--- src/rtl/sst_ctrl.sv ---
// -----------------------------------------------------------------------------
// sst_ctrl : front-end controller for the store set table (SST).
//
// Two independent round-robin arbiters share the SST's single new-SSID port and
// single touch port between REQ_COUNT requesters. A clear FSM periodically (or
// on force_clear) blocks traffic, lets the last response drain, and holds a
// clear request to the SST until it reports completion.
//
// State table:
//   S_IDLE  | normal traffic, period counter running
//   S_DRAIN | traffic blocked, waiting for the in-flight new-SSID response
//   S_CLEAR | sst_clear_valid held high until sst_clear_done
//
// Ports:
//   CLK, nRST                  clock, asynchronous active-low reset
//   new_req_valid/ready        per-requester new-SSID request / one-hot grant
//   new_resp_*                 registered SSID return, 1 cycle after grant
//   touch_req_valid/SSID/ready per-requester touch request / one-hot grant
//   sst_new_SSID_valid/SSID    SST allocation port (SSID returned same cycle)
//   sst_touch_SSID_valid/SSID  SST touch port
//   sst_clear_valid/done       SST clear handshake
//   force_clear                request an immediate clear sequence
//   clear_busy                 high whenever the FSM is not in IDLE
// -----------------------------------------------------------------------------
module sst_ctrl #(
    parameter int STORE_SET_COUNT = 64,
    parameter int REQ_COUNT       = 2,
    parameter int CLEAR_PERIOD    = 65536,
    localparam int SSID_WIDTH     = $clog2(STORE_SET_COUNT),
    localparam int IDX_WIDTH      = $clog2(REQ_COUNT)
) (
    input  logic                            CLK,
    input  logic                            nRST,
    input  logic [REQ_COUNT-1:0]            new_req_valid,
    output logic [REQ_COUNT-1:0]            new_req_ready,
    output logic                            new_resp_valid,
    output logic [IDX_WIDTH-1:0]            new_resp_req_idx,
    output logic [SSID_WIDTH-1:0]           new_resp_SSID,
    input  logic [REQ_COUNT-1:0]            touch_req_valid,
    input  logic [REQ_COUNT*SSID_WIDTH-1:0] touch_req_SSID,
    output logic [REQ_COUNT-1:0]            touch_req_ready,
    output logic                            sst_new_SSID_valid,
    input  logic [SSID_WIDTH-1:0]           sst_new_SSID,
    output logic                            sst_touch_SSID_valid,
    output logic [SSID_WIDTH-1:0]           sst_touch_SSID,
    output logic                            sst_clear_valid,
    input  logic                            sst_clear_done,
    input  logic                            force_clear,
    output logic                            clear_busy
);

    localparam int CNT_WIDTH = (CLEAR_PERIOD > 2) ? $clog2(CLEAR_PERIOD) : 1;

    typedef enum logic [1:0] {
        S_IDLE  = 2'd0,
        S_DRAIN = 2'd1,
        S_CLEAR = 2'd2
    } state_t;

    state_t                 r_state;
    state_t                 w_state_nxt;
    logic                   r_clear_busy;
    logic [CNT_WIDTH-1:0]   r_cnt;
    logic [IDX_WIDTH-1:0]   r_rr_new_ptr;
    logic [IDX_WIDTH-1:0]   r_rr_touch_ptr;
    logic                   r_resp_valid;
    logic [IDX_WIDTH-1:0]   r_resp_idx;
    logic [SSID_WIDTH-1:0]  r_resp_ssid;

    logic                   w_grant_en;
    logic                   w_period_hit;
    logic                   w_start_clear;
    logic [IDX_WIDTH:0]     w_new_pick;
    logic [IDX_WIDTH:0]     w_touch_pick;
    logic                   w_new_gnt;
    logic                   w_touch_gnt;
    logic [IDX_WIDTH-1:0]   w_new_idx;
    logic [IDX_WIDTH-1:0]   w_touch_idx;

    // Returns {found, index} of the first set bit at or above ptr, wrapping.
    function automatic logic [IDX_WIDTH:0] rr_pick(
        input logic [REQ_COUNT-1:0] v,
        input logic [IDX_WIDTH-1:0] ptr
    );
        logic                 found;
        logic [IDX_WIDTH-1:0] idx;
        int                   j;
        found = 1'b0;
        idx   = '0;
        for (int i = 0; i < REQ_COUNT; i++) begin
            j = int'(ptr) + i;
            if (j >= REQ_COUNT) j = j - REQ_COUNT;
            if (!found && v[IDX_WIDTH'(j)]) begin
                found = 1'b1;
                idx   = IDX_WIDTH'(j);
            end
        end
        return {found, idx};
    endfunction

    function automatic logic [IDX_WIDTH-1:0] ptr_after(input logic [IDX_WIDTH-1:0] g);
        return (int'(g) == REQ_COUNT - 1) ? '0 : IDX_WIDTH'(int'(g) + 1);
    endfunction

    // Gating with nRST keeps every output low while reset is held, even with
    // requests pending against the (already reset) IDLE state.
    assign w_grant_en    = nRST && (r_state == S_IDLE);
    assign w_period_hit  = (r_cnt == CNT_WIDTH'(CLEAR_PERIOD - 1));
    assign w_start_clear = w_period_hit || force_clear;

    assign w_new_pick    = rr_pick(new_req_valid, r_rr_new_ptr);
    assign w_touch_pick  = rr_pick(touch_req_valid, r_rr_touch_ptr);
    assign w_new_gnt     = w_grant_en && w_new_pick[IDX_WIDTH];
    assign w_touch_gnt   = w_grant_en && w_touch_pick[IDX_WIDTH];
    assign w_new_idx     = w_new_pick[IDX_WIDTH-1:0];
    assign w_touch_idx   = w_touch_pick[IDX_WIDTH-1:0];

    // FSM state register
    always_ff @(posedge CLK or negedge nRST) begin
        if (!nRST) begin
            r_state      <= S_IDLE;
            r_clear_busy <= 1'b0;
        end else begin
            r_state      <= w_state_nxt;
            r_clear_busy <= (w_state_nxt != S_IDLE);
        end
    end

    // FSM next state
    always_comb begin
        w_state_nxt = r_state;
        case (r_state)
            S_IDLE:  if (w_start_clear)   w_state_nxt = S_DRAIN;
            S_DRAIN: if (!r_resp_valid)   w_state_nxt = S_CLEAR;
            S_CLEAR: if (sst_clear_done)  w_state_nxt = S_IDLE;
            default:                      w_state_nxt = S_IDLE;
        endcase
    end

    // FSM / arbiter outputs
    always_comb begin
        new_req_ready        = '0;
        sst_new_SSID_valid   = 1'b0;
        touch_req_ready      = '0;
        sst_touch_SSID_valid = 1'b0;
        sst_touch_SSID       = '0;
        if (w_new_gnt) begin
            new_req_ready[w_new_idx] = 1'b1;
            sst_new_SSID_valid       = 1'b1;
        end
        if (w_touch_gnt) begin
            touch_req_ready[w_touch_idx] = 1'b1;
            sst_touch_SSID_valid         = 1'b1;
            sst_touch_SSID = touch_req_SSID[w_touch_idx*SSID_WIDTH +: SSID_WIDTH];
        end
    end

    assign sst_clear_valid = (r_state == S_CLEAR);
    assign clear_busy      = r_clear_busy;

    // Period counter: runs only in IDLE, zeroed on entry to DRAIN.
    always_ff @(posedge CLK or negedge nRST) begin
        if (!nRST) begin
            r_cnt <= '0;
        end else if ((r_state == S_IDLE) && !w_start_clear) begin
            r_cnt <= r_cnt + 1'b1;
        end else begin
            r_cnt <= '0;
        end
    end

    // Round-robin pointers and the registered new-SSID response.
    always_ff @(posedge CLK or negedge nRST) begin
        if (!nRST) begin
            r_rr_new_ptr   <= '0;
            r_rr_touch_ptr <= '0;
            r_resp_valid   <= 1'b0;
            r_resp_idx     <= '0;
            r_resp_ssid    <= '0;
        end else begin
            r_resp_valid <= w_new_gnt;
            if (w_new_gnt) begin
                r_rr_new_ptr <= ptr_after(w_new_idx);
                r_resp_idx   <= w_new_idx;
                r_resp_ssid  <= sst_new_SSID;
            end
            if (w_touch_gnt) begin
                r_rr_touch_ptr <= ptr_after(w_touch_idx);
            end
        end
    end

    assign new_resp_valid   = r_resp_valid;
    assign new_resp_req_idx = r_resp_idx;
    assign new_resp_SSID    = r_resp_ssid;

endmodule
--- config.mk ---
export PLATFORM = sky130hd
export DESIGN_NAME = sst_ctrl
export DESIGN_NICKNAME = d
export VERILOG_FILES = /design/src/rtl/sst_ctrl.sv
export SDC_FILE = /design/constraint.sdc
export NUM_CORES = 1
export LEC_CHECK = 0
export CAP_MARGIN = 20
export CORE_UTILIZATION = 35
export DETAILED_ROUTE_END_ITERATION = 16
export PLACE_DENSITY = 0.62
export SYNTH_ARGS = -nofsm -noshare
export SYNTH_HDL_FRONTEND = slang
export SYNTH_SLANG_ARGS = --single-unit
--- constraint.sdc ---
create_clock -name CLK -period 2.3 [get_ports CLK]
set_clock_uncertainty 0.1 [all_clocks]
set_input_delay 0.23 -clock CLK [delete_from_list [all_inputs] [get_ports CLK]]
set_output_delay 0.23 -clock CLK [all_outputs]
set_load 0.01 [all_outputs]
# == After elaboration in Yosys (flattened, before gate mapping) ==
# Cells that the tools add are included.
# op_classes
n_addsub,9
n_mul,1
div_mod_pow,0
magnitude_cmp,12
eq_ne,3
n_shift,1
muxes,36
bitwise_logic,0
reduce_logical,14
# ops
op,n
2-to-1 mux 1 bit,26
"adder 16 x 1 -> 16 bit, second input constant",1
"== test 16 bit, second input constant",1
2-to-1 mux 16 bit,1
"< comparator 1 x 3 -> 1 bit, second input constant",4
indexed part select 12 x 5 -> 6 bit,1
2-to-1 mux 2 bit,5
logical AND 1 bit,8
2-to-1 mux 6 bit,1
one-hot mux 2 bit (3 select lines),1
"adder 1 x 1 -> 2 bit, second input constant",2
"greater-or-equal comparator 1 x 2 -> 1 bit, second input constant",2
"greater-or-equal comparator 2 bit, second input constant",2
"< comparator 1 x 2 -> 1 bit, second input constant",2
"subtractor 1 bit, second input constant",4
logical NOT 1 bit,3
"multiplier 1 x 2 -> 3 bit, second input constant",1
"adder 1 bit, second input constant",2
demux 1 bit (select 1 bit),2
"== test 2 x 1 -> 1 bit, second input constant",1
"== test 2 bit, second input constant",1
"greater-or-equal comparator 1 bit, second input constant",2
logical NOT 2 bit,1
nonzero test 2 bit,1
logical OR 1 bit,1
# totals
register_bits,29
latch_bits,0
ram_bits,0
mem_bits_ro,0
in_bits,26
out_inout_bits,22
wordCells,84
mem_count,0

# == Depth between registers and ports, before layout ==
# Gate-level depths: netlist of the first run.
# depth
ltp_word,14
ltp_mapped,6
depth_no_buf,5

# == Worst setup path before layout of the first run ==
# Ideal clock, no wire load.
# synth_timing
path_type,register to register
start,reg r_cnt[0]
end,reg r_cnt[10]
setup_time_ps,123
arrival_ps,1340
required_time_ps,2077
slack_ps,737
stages_incl_launch_ff,7
path_buffers,1
synth_period_minus_slack_ps,1563
cell_sequence,dfrtp_1 ha_1 nand3_2 nor2_2 a31o_4 buf_12 nor2_4
# synth_via
elab_chain_len,5
elab_cells_between_ends,6
classes_between,add/sub (1); eq/ne (1); mux (1); reduce/logical (3)
# synth_lines
element,line,rtl
from (decl),63,logic [CNT_WIDTH-1:0] r_cnt;
from (signal assigned),166,r_cnt <= r_cnt + 1'b1;
branches (longest 4 deep; another with adder 16 x 1 -> 16 bit),--,
2-to-1 mux 16 bit *,165,end else if ((r_state == S_IDLE) && !w_start_clear) begin
# Every way passes the cells marked *.
# A chain may end at the register's enable or synchronous reset.

# == Final worst setup path of the first run ==
# layout_timing
start,reg r_state[1]
end,out new_req_ready[1]
# layout_via
elab_chain_len,4
# layout_lines
element,line,rtl
from (decl),60,state_t r_state;
from (signal assigned),124,r_state <= w_state_nxt;
logical NOT 2 bit,107,assign w_grant_en = nRST && (r_state == S_IDLE);
logical AND 1 bit,107,
logical AND 1 bit,113,assign w_new_gnt = w_grant_en && w_new_pick[IDX_WIDTH];
2-to-1 mux 2 bit,147,if (w_new_gnt) begin
to (decl),35,"output logic [REQ_COUNT-1:0] new_req_ready,"
# No other way between the ends.

==> flow_summary.ini, run 1 <==
[global_routing]
gr-total-overflow = 0
grt_max_degree = 30
grt_antenna_before_repair = 0
grt_first_pass_wirelength_mm = 5.02
grt_pass1_vias = 1156
grt.total_usage = 0.154

[timing]
worst_slew_pin_slew_ns = 0.399
rsz0062_at_grt = no
fmax_mhz = 458
whs_ns = 0.390
finalCriticalPeriod_ns = 2.18
post-route-period-util = 0.950
drv_slew = 0
finalWorstSetupSlack_ns = 0.115
hold_viol = 0
relSlewSlack = 0.734
setup_tns_ns = 0
setup_viol = 0

[yosys]
synthArstFlopShare = 1.00
syn_inst = 131
synth_warnings = 0
syn_area_um2 = 1500
syn-num-nets = 158
ys_top_cells_by_area = dfrtp_1, xnor2_1, nor2_4
synth_cell_types = 29
synth_top_area_share = 0.485
synth_ff_type = dfrtp_1
synth_edf_count = 0
synth_most_common_cell = dfrtp_1
seq_area_frac_synth = 0.485
synth_top_cells_by_count = dfrtp_1, nor2_1, xnor2_1
avgSynthCellArea_um2 = 11.4
ys_seq_elements = 29
yosys.area.top_type = dfrtp_1

[clocking]
clock_path_buffers = 2
tritoncts = built
htree_num_levels = 2
clk_latency_ns = 0.28
cts_sinks = 29
ctsHoldBuffers = 0
cts_root_buf = clkbuf_8
clk_pin_slew_worst_paths_ns = 0.06
cts_made_buffers = 5

[floorplan]
fp-row-count = 23
io_pins = 48
design.core.area_um2 = 4060
initial_core_util = 0.369
die_y_um = 67.4
dieArea_um2 = 4540
die-width_um = 67.4

[flow_run]
maxCapViolCount = 0

[place]
dp.final_hpwl_mm = 2.32
dp_cells = 225
dpl_worst_slack_ns = 0.151
portBuffers = 45
globalplace.congestion = 0.756

[final_layout]
drive_gt1_frac = 0.209
post-route-util = 0.518
antenna_cells = 0
layout.cells.non_filler = 232
area_delta_synth_final_pct = 40.4
finalNetCount = 209

[drt]
first_pass_iters = 2
drt-total-wl_mm = 3.09
wire_per_inst_um = 13.3
route.detailed.drc = 0
via_count = 1094
drt-initial-drc-count = 37
viasPerCell = 4.72
ant_nets = 0

[critical_path]
r2r_slack_ns = 0.48
reg2regPathDepth = 5
critPathCaptureType = primary output
crit_arrival_ns = 1.85
setup.worst_path.start_class = flop
r2r_start = r_cnt[0]$_DFF_PN0_
crit_fanout = 7
critical_path_class = reg2out
worstPathRequired_ns = 1.97
r2r-end = r_cnt[4]$_DFF_PN0_

[pwr]
p_leak_uw = 0.000832
peakVddDrop_mv = 0.579
powerDensity_nw_per_um2 = 868

[worst_hold_path]
hp-class = in2async

[outcome]
run_status = finished clean
-- power breakdown --
group          leakage [uW]  switching, uW  internal (uW)  total (uW)
clock             0.0000443            186            237         423
combinational      0.000409            270            387         657
sequential         0.000379            115            629         744
-- area by class of cell --
class,count,area (um^2)
clock buffers,7,86.3
fillers,356,1960
inverters,5,18.8
multi-input cells,94,739
flip-flops and latches,29,726
well taps,50,62.6
repair buffers,47,468
-- cells by family (layout without fill, tap and decap cells) --
kind of cell | Yosys count | count (layout) | synth area share
XOR/XNOR | 16 | 16 | 0.0936
flip-flops | 29 | 29 | 0.485
buffers and inverters | 8 | 59 | 0.0318
AND/OR/NAND/NOR | 60 | 60 | 0.264
adder cells (fa/ha/maj) | 1 | 1 | 0.00836
AO/OA/AOI/OAI | 4 | 4 | 0.0243
multiplexers | 13 | 13 | 0.0928
-- worst max-delay path by stage --
stage                         start                   to  cells after the start
6_report       r_state[1]$_DFF_PN0_     new_req_ready[1]                      4
5_1_grt        r_state[1]$_DFF_PN0_     new_req_ready[1]                      4
4_1_cts        r_state[1]$_DFF_PN0_     new_req_ready[0]                      4
3_5_place_dp                   nRST   touch_req_ready[1]                      5
3_3_place_gp                   nRST   touch_req_ready[1]                      5
2_1_floorplan    r_cnt[0]$_DFF_PN0_  r_cnt[10]$_DFF_PN0_                      6
-- worst max-delay path, stage by stage, from the launching register on --
cell and delay, ns:
dfrtp_1 0.44, nor2_2 0.20, and3_2 0.27, and2_1 0.14, clkdlybuf4s50_1 0.53
-- state kept, by name, summed over array words and instances (netlist names) --
register / flops
r_rr_new_ptr: 1
new_resp_valid: 1
clear_busy: 1
r_rr_touch_ptr: 1
r_state: 2
r_cnt: 16
new_resp_req_idx: 1
new_resp_SSID: 6
-- routing by layer --
metal | share of wire | up-vias | global-route usage
met1 | 0.41 | 539 | 0.180
li1 | - | 535 | -
met4 | 0.018 | 0 | 0.0771
met3 | 0.030 | 6 | 0.0456
met2 | 0.54 | 14 | 0.255
met5 | 0 | - | 0
-- cell usage in the layout, fill, tap and decap left out, types with 4 or more instances in the layout --
cell type,n
clkbuf_8,6
nor2_4,8
nor2_2,5
mux2_2,7
nor2_1,18
clkdlybuf4s50_1,44
nor3_1,4
mux2i_1,6
xnor2_1,14
nand3_1,4
dfrtp_1,29
inv_1,5
nand2_1,4
-- metrics by stage --
step	area, um^2	total power, uW
floorplan	1500	1100
global placement	2000	1390
detailed placement	2000	1410
CTS	2090	1840
global route	2100	1930
finish	2100	1820
-- what timing repair did --
item / in CTS / in global routing
buffers inserted: 0 / 0
gates resized for setup: 1 / 4
setup endpoints to repair: 1 / 5
Power figures use the tool's default switching activity.
==> run 2: changes to the inputs <==
Settings changed: GPL_TIMING_DRIVEN set to 0, PLACE_DENSITY 0.62 to not set.
==> run 2 against run 1 <==
Effect of this change:
- combinational power grew 4.7%
- hold slack lost 0.0031 ns
- maximum frequency shrank 0.65%
- wire length grew 0.19%
- critical path type unchanged
- critical endpoint unchanged
==> flow_summary.ini, run 2 (same netlist as run 1, synthesis figures left out) <==
[global_routing]
grt_use_met3 = 0.0422
grt_antenna_before_repair = 0
gr-total-overflow = 0
grt_max_degree = 20
top_usage_layer = met2
grt_pass1_vias = 1141
grt.total_usage = 0.154
grtUsageMet2 = 0.249
use_met1 = 0.193
grt_first_pass_wirelength_mm = 5.14

[clocking]
postCtsSetupBuffers = 0
cts_sinks = 29
tritoncts = built
htree_num_levels = 2
clock_path_buffers = 2
cts_root_buf = clkbuf_8
clk_latency_ns = 0.28
cts_made_buffers = 5
clk_pin_slew_worst_paths_ns = 0.06

[floorplan]
fp-row-count = 23
design.core.area_um2 = 4060
initial_core_util = 0.369
die_y_um = 67.4
io_pins = 48
die-width_um = 67.4
dieArea_um2 = 4540

[critical_path]
r2r_slack_ns = 0.57
critPathCaptureType = primary output
critPathBufInv = 2
critical_path_class = reg2out
worstPathRequired_ns = 1.97
path_cells = nor2_2 > and3_4 > buf_6 > and2_1 > clkdlybuf4s50_1
critPathTopFamily = buffers and inverters
slowest_delay_ns = 0.52
setup.worst_path.start_class = flop
cp_slowest_cell = clkdlybuf4s50_1
crit_arrival_ns = 1.87
crit_fanout = 11

[final_layout]
layout_common_cells = clkdlybuf4s50_1, dfrtp_1, nor2_1
nFillCells = 355
layout_commonest_cell = clkdlybuf4s50_1
seq_area_um2 = 728
antenna_cells = 0
drive_gt1_frac = 0.231
post-route-util = 0.533
multi_input_area_um2 = 736
area_delta_synth_final_pct = 44.4
finalNetCount = 212
largest_register = r_cnt
design_area_um2 = 2160
largest_reg_flops = 16

[drt]
via_count = 1086
viasPerCell = 4.60
route.detailed.drc = 0
ant_nets = 0
first_pass_iters = 4
drt-total-wl_mm = 3.10
drt-initial-drc-count = 31
wire_per_inst_um = 13.1

[place]
globalplace.congestion = 0.681
dp.final_hpwl_mm = 2.28
portBuffers = 45
place_area_um2 = 2040

[pwr]
peakVddDrop_mv = 0.546
powerDensity_nw_per_um2 = 850
p_leak_uw = 0.000857

[flow_run]
maxCapViolCount = 0

[timing]
drv_slew = 0
fmax_mhz = 455
hold_viol = 0
finalCriticalPeriod_ns = 2.20
worst_slew_pin_slew_ns = 0.853
relSlewSlack = 0.429
rsz0062_at_grt = yes
setup_viol = 0
whs_ns = 0.387
post-route-period-util = 0.956

[worst_hold_path]
hp-class = reg2reg

[outcome]
run_status = finished clean
-- run 2: cell types whose count changed in the layout (fill, tap and decap cells not counted), sizes merged --
cell,before,now
clkbuf,7,6
clkdlybuf4s15,0,1
dlygate4sd3,0,2
buf,2,3
clkdlybuf4s50,44,43
clkinv,0,2
-- run 2: worst paths after layout --
path	cells past startpoint	from	end
hold reg to reg	1	r_cnt[0]$_DFF_PN0_	r_cnt[0]$_DFF_PN0_
setup / recovery	5	r_state[1]$_DFF_PN0_	new_req_ready[1]
setup reg to reg	6	r_cnt[0]$_DFF_PN0_	r_cnt[10]$_DFF_PN0_
hold / removal	1	r_cnt[0]$_DFF_PN0_	r_cnt[0]$_DFF_PN0_
min in group asynchronous	2	nRST	r_cnt[4]$_DFF_PN0_
max in group asynchronous	3	nRST	r_state[1]$_DFF_PN0_
-- run 2: final cells by class --
cell class                 count  area share
buffer                         2      0.0145
tap                           50      0.0290
multi-input combinational     94       0.340
clock inverter                 2     0.00463
clock buffer                   6      0.0336
sequential                    29       0.337
inverter                       5     0.00869
timing repair buffer          48       0.232
-- run 2: worst reg2reg max path, cell delays in order, from the launching register on --
cell and delay, ns:
dfrtp_1 0.40, ha_1 0.23, nand3_2 0.19, nor2_2 0.23, a31o_4 0.24, buf_12 0.18
nor2_4 0.05
-- run 2: metrics by stage --
step	setup TNS (ns)	std cells	total power, uW	setup WS, ns
final	0	236	1840	0.101
after global routing	-0.0199	236	1960	-0.0199
after CTS	0	237	1860	0.00148
after detailed placement	-5.76	227	1440	-0.526
after global placement	-17.43	226	1420	-1.18
after floorplan	0	131	1100	0.737
-- run 2: where the power goes --
part | switching [uW] | leakage (uW) | internal (uW)
clock | 193 | 0.0000450 | 209
sequential | 115 | 0.000376 | 632
combinational | 272 | 0.000436 | 417
-- run 2: what timing repair did --
| action | in CTS | in global routing |
|---|---|---|
| endpoints found under the setup margin | 12 | 4 |
| hold buffers | 2 | 0 |
| resized for setup | 6 | 5 |
| endpoints found under the hold margin | 10 | 0 |
-- run 2: layer usage --
metal | routed length (um) | up-vias | share of wire
li1 | - | 544 | -
met1 | 1440 | 522 | 0.46
met2 | 1540 | 16 | 0.50
met3 | 84 | 4 | 0.027
met4 | 38 | 0 | 0.012
met5 | 0 | - | 0
